--- src/rtl/disp_scan_capture.sv ---
// Read-back monitor for a multiplexed 4-digit 7-segment scan bus: samples each settled
// digit slot, decodes the glyph to a hex nibble and rebuilds the displayed word.
module disp_scan_capture #(
    parameter int SETTLE = 2
) (
    input  logic        CLK,
    input  logic        Reset,
    input  logic [3:0]  In_An,
    input  logic [6:0]  In_Seg,
    output logic [15:0] Out_Digits,
    output logic [3:0]  Out_Mask,
    output logic        Out_Frame,
    output logic        Out_Err
);

    localparam int CW = (SETTLE < 1) ? 1 : $clog2(SETTLE + 1);
    localparam logic [CW-1:0] CNT_LAST = CW'(SETTLE - 1);
    localparam logic [CW-1:0] CNT_MAX  = CW'(SETTLE);

    typedef enum logic {S_SETTLE, S_HOLD} state_t;

    state_t        state_q;
    logic [CW-1:0] cnt_q;
    logic [3:0]    an_q;
    logic [6:0]    seg_q;
    logic [3:0]    mask_q;
    logic          frame_q;
    logic          err_q;

    logic       glyph_ok;
    logic [3:0] glyph_nib;
    logic       one_low;
    logic       act;
    logic       wr_en;
    logic [3:0] mask_set;

    // Active-low segment codes, gfedcba order.
    always_comb begin
        glyph_ok  = 1'b1;
        glyph_nib = 4'h0;
        case (seg_q)
            7'b1000000: glyph_nib = 4'h0;
            7'b1111001: glyph_nib = 4'h1;
            7'b0100100: glyph_nib = 4'h2;
            7'b0110000: glyph_nib = 4'h3;
            7'b0011001: glyph_nib = 4'h4;
            7'b0010010: glyph_nib = 4'h5;
            7'b0000010: glyph_nib = 4'h6;
            7'b1111000: glyph_nib = 4'h7;
            7'b0000000: glyph_nib = 4'h8;
            7'b0010000: glyph_nib = 4'h9;
            7'b0001000: glyph_nib = 4'hA;
            7'b0000011: glyph_nib = 4'hB;
            7'b1000110: glyph_nib = 4'hC;
            7'b0100001: glyph_nib = 4'hD;
            7'b0000110: glyph_nib = 4'hE;
            7'b0001110: glyph_nib = 4'hF;
            default:    glyph_ok  = 1'b0;
        endcase
    end

    always_comb begin
        one_low  = $onehot(~an_q);
        act      = (state_q == S_SETTLE) && (In_An == an_q) && (cnt_q == CNT_LAST);
        wr_en    = act && one_low && glyph_ok;
        mask_set = mask_q | ~an_q;
    end

    always_ff @(posedge CLK or posedge Reset) begin
        if (Reset) begin
            state_q <= S_SETTLE;
            cnt_q   <= '0;
            an_q    <= 4'b1111;
            seg_q   <= 7'h7F;
            mask_q  <= 4'b0000;
            frame_q <= 1'b0;
            err_q   <= 1'b0;
        end else begin
            an_q    <= In_An;
            seg_q   <= In_Seg;
            frame_q <= 1'b0;
            err_q   <= 1'b0;
            case (state_q)
                S_SETTLE: begin
                    if (In_An != an_q) begin
                        cnt_q <= '0;
                    end else begin
                        if (cnt_q != CNT_MAX)
                            cnt_q <= cnt_q + CW'(1);
                        if (cnt_q == CNT_LAST) begin
                            state_q <= S_HOLD;
                            if (one_low) begin
                                if (glyph_ok) begin
                                    // Completing the set closes the frame instead of showing 1111.
                                    if (mask_set == 4'b1111) begin
                                        mask_q  <= 4'b0000;
                                        frame_q <= 1'b1;
                                    end else begin
                                        mask_q <= mask_set;
                                    end
                                end else begin
                                    err_q <= 1'b1;
                                end
                            end else if (an_q != 4'b1111) begin
                                err_q <= 1'b1;
                            end
                        end
                    end
                end
                S_HOLD: begin
                    if (In_An != an_q) begin
                        state_q <= S_SETTLE;
                        cnt_q   <= '0;
                    end
                end
                default: state_q <= S_SETTLE;
            endcase
        end
    end

    for (genvar gi = 0; gi < 4; gi++) begin : g_digit
        logic [3:0] digit_q;

        always_ff @(posedge CLK or posedge Reset) begin
            if (Reset)
                digit_q <= 4'h0;
            else if (wr_en && !an_q[gi])
                digit_q <= glyph_nib;
        end

        assign Out_Digits[4*gi +: 4] = digit_q;
    end

    assign Out_Mask  = mask_q;
    assign Out_Frame = frame_q;
    assign Out_Err   = err_q;

endmodule

--- config.mk ---
export PLATFORM = sky130hd
export DESIGN_NAME = disp_scan_capture
export DESIGN_NICKNAME = d
export VERILOG_FILES = /design/src/rtl/disp_scan_capture.sv
export SDC_FILE = /design/constraint.sdc
export NUM_CORES = 1
export LEC_CHECK = 0
export ABC_AREA = 1
export ABC_CLOCK_PERIOD_IN_PS = 2900
export CORE_MARGIN = 2
export CORE_UTILIZATION = 47
export DETAILED_ROUTE_END_ITERATION = 6
export MAX_ROUTING_LAYER = met4
export PLACE_DENSITY = 0.74
export SLEW_MARGIN = 20
export SYNTH_ARGS = -nofsm -noshare
export SYNTH_HDL_FRONTEND = slang
export SYNTH_SLANG_ARGS = --single-unit
export TNS_END_PERCENT = 20
--- constraint.sdc ---
create_clock -name CLK -period 2.9 [get_ports CLK]
set_clock_uncertainty 0.1 [all_clocks]
set_input_delay 0.58 -clock CLK [delete_from_list [all_inputs] [get_ports CLK]]
set_output_delay 0.58 -clock CLK [all_outputs]
set_load 0.05 [all_outputs]
==> run_results.csv, run 1 <==
group,metric,value,unit
place,place.port_buffers,34,
sta,setup_ws,125.1,ps
drt,avgRoutedWirePerCell,11.75,um
synth,syn_inst,205,
sta,hold_viol,0,
setup_path,path_max_fanout,9,
floorplanning,die_h,65.01,um
sta,worst_slew_pin_slew,524.6,ps
clock_tree,cts_buffers,5,
floorplanning,die_w,65.01,um
finish,final_layout_size_suffix_gt1_frac,0.1394,
synth,ys_warn_count,0,
drt,drt-initial-drc-count,91,
clock_tree,clock_latency,290,ps
sta,finalMaxSlewViolations,0,
synth,synth_nets,224,
synth,seq_area_frac_synth,0.5229,
clock_tree,cts_sinks,36,
finish,fin_nets,269,
drt,vias,1433,
place,pre_cts_ws,6.015,ps
sta,min_period,2775,ps
place,place_hpwl,2.649,mm
grt,met2_usage,0.2732,
grt,busiest_layer,"met2",
flow_run,drv_cap,0,
finish,fill_cells,304,
power,total_power,1.240,mW
finish,layout_common_cells,"nand2_1 (63), clkdlybuf4s50_1 (34), inv_1 (29)",
sta,fmax,0.3604,GHz
drt,drtPass1Iterations,4,
floorplanning,std_cell_rows,22,
power,ir_drop,0.3774,mV
drt,remaining_drc_errors,0,
clock_tree,cts-root-buf,"clkbuf_8",
synth,synth-seq-cells,36,
place,globalplace.congestion,0.9557,
grt,antenna_found_initial,0,
grt,grtUsageTotal,0.1940,
finish,n_antenna_cell,0,
floorplanning,boundaryPins,35,
finish,final_util,0.6561,
power,p_leak,1.171,nW
sta,hold_ws,385.4,ps
finish,mostFrequentLayoutCell,"nand2_1",
grt,grt_pass1_wl,5.823,mm
floorplanning,core-area,3606,um2
sta,relSlewSlack,0.6476,
grt,grt_start_max_net_pins,37,
finish,areaGrowthSynthToFinish,35.26,%
setup_path,startpoint_type,"flip-flop",
hold_path,hold_class,"flip-flop to flip-flop",
floorplanning,die_area,4226,um2
grt,grt_overflow_total,0,
status,status,"finished, final reports clean",
floorplanning,start_util,0.4851,
grt,grtUsageMet1,0.2619,
drt,routed_via_density,4.793,
clock_tree,htree_levels,2,
drt,drtAntennaViolNets,0,
synth,avgSynthCellArea,8.533,um2
clock_tree,clock_path_buffers,2,
drt,routed_wl,3.514,mm
clock_tree,clk_pin_slew_worst_paths,70,ps
power,cellPowerDensity,523.9,nW/um2
setup_path,crit_type,"flip-flop to flip-flop",
sta,setup-violations-final,0,
synth,ys_types,22,
setup_path,cp_data_arrival_time,2830,ps
setup_path,crit_required,2960,ps
sta,finalCritPeriodShare,0.9568,
setup_path,reg2reg_setup_slack,130,ps
grt,grtUsageMet3,0.03646,
setup_path,endpoint_kind,"flip-flop",
grt,grt_pass1_vias,1254,
clock_tree,tritoncts,"done",
synth,synth_area,1749,um2
## repair_timing
item	CTS	global route
setup endpoints to repair	6	20
buffers inserted	0	2
resized for setup	0	3
gates cloned	0	0
endpoints found under the hold margin	0	0
hold buffers	0	0
pin swaps	0	1
## metal layers
metal	vias up	wire [um]
li1	734	-
met1	648	1654
met2	44	1622
met3	7	163
met4	0	73
met5	-	0
## kinds of logic (layout without fill, tap and decap cells)
kind of cell	after synthesis	after routing	synth area share
AND/OR/NAND/NOR	110	110	0.2826
flip-flops	36	36	0.5229
multiplexers	1	1	0.006437
buffers and inverters	30	76	0.06437
XOR/XNOR	5	5	0.02503
AO/OA/AOI/OAI	17	17	0.05150
adder cells (fa/ha/maj)	6	6	0.04721
## cells in the mapped netlist (all sizes together)
master	n	share of area
nand2	63	0.14
inv	30	0.064
dfrtp	25	0.36
nor2	23	0.058
o21ai	13	0.037
dfstp	11	0.17
nand3	11	0.039
nor3	7	0.026
ha	5	0.036
nand4	5	0.018
xor2	5	0.025
a21oi	2	0.0057
a221oi	1	0.0050
fa	1	0.011
mux2	1	0.0064
o22ai	1	0.0036
or3	1	0.0064
## state kept, by name (all words and copies together) (netlist names)
name / cells
an_q: 4
g_digit.digit_q: 16
seg_q: 7
Out_Frame: 1
cnt_q: 2
Out_Mask: 4
Out_Err: 1
state_q: 1
## cell type report
class | instances | area [um2] | area share
Clock buffer | 5 | 68.82 | 0.02909
Clock inverter | 3 | 90.09 | 0.03808
Inverter | 30 | 112.6 | 0.04759
Multi-Input combinational cell | 139 | 737.0 | 0.3115
Sequential cell | 36 | 914.6 | 0.3866
Tap cell | 48 | 60.06 | 0.02538
Timing Repair Buffer | 38 | 382.9 | 0.1618
## worst max-delay path: stages (launching register included)
cell	delay, ps
dfstp_2	600
fa_1	410
inv_1	70
ha_1	140
ha_1	220
or3_4	400
nor3_4	200
buf_12	140
nand3_1	70
buf_4	170
nand2_1	50
o21ai_0	70
## power by group
part / internal (mW) / switching [mW] / total, mW
sequential: 0.518 / 0.0103 / 0.529
combinational: 0.0405 / 0.0583 / 0.0988
clock: 0.430 / 0.182 / 0.612
## worst paths after layout
kind	depth (start not counted)	to	from
max reg2reg	11	g_digit[2].digit_q[1]	an_q[0]
min reg2reg	2	g_digit[0].digit_q[1]	g_digit[0].digit_q[1]
max in group asynchronous	3	seg_q[2]	Reset
max	11	g_digit[2].digit_q[1]	an_q[0]
min	2	g_digit[0].digit_q[1]	g_digit[0].digit_q[1]
min in group asynchronous	3	Out_Mask[3]	Reset
## per-stage QoR
stage | cell area, um2 | instances | setup TNS (ps)
6_report | 2366 | 299 | 0
5_1_grt | 2366 | 299 | -7.635
4_1_cts | 2323 | 297 | -90.37
3_3_place_gp | 2165 | 289 | 0
2_1_floorplan | 1749 | 205 | 0
3_5_place_dp | 2165 | 289 | 0
Note: power is estimated with default switching activity, not from simulation.
==> inputs of run 2 (changes only) <==
--- a/config.mk
+++ b/config.mk
@@ -12,6 +12,7 @@
 export DETAILED_ROUTE_END_ITERATION = 6
 export MAX_ROUTING_LAYER = met4
 export PLACE_DENSITY = 0.74
+export SKIP_LAST_GASP = 1
 export SLEW_MARGIN = 20
 export SYNTH_ARGS = -nofsm -noshare
 export SYNTH_HDL_FRONTEND = slang
==> results of run 2 <==
Same layout as run 1: the final DEF is identical, and so are final timing and power.
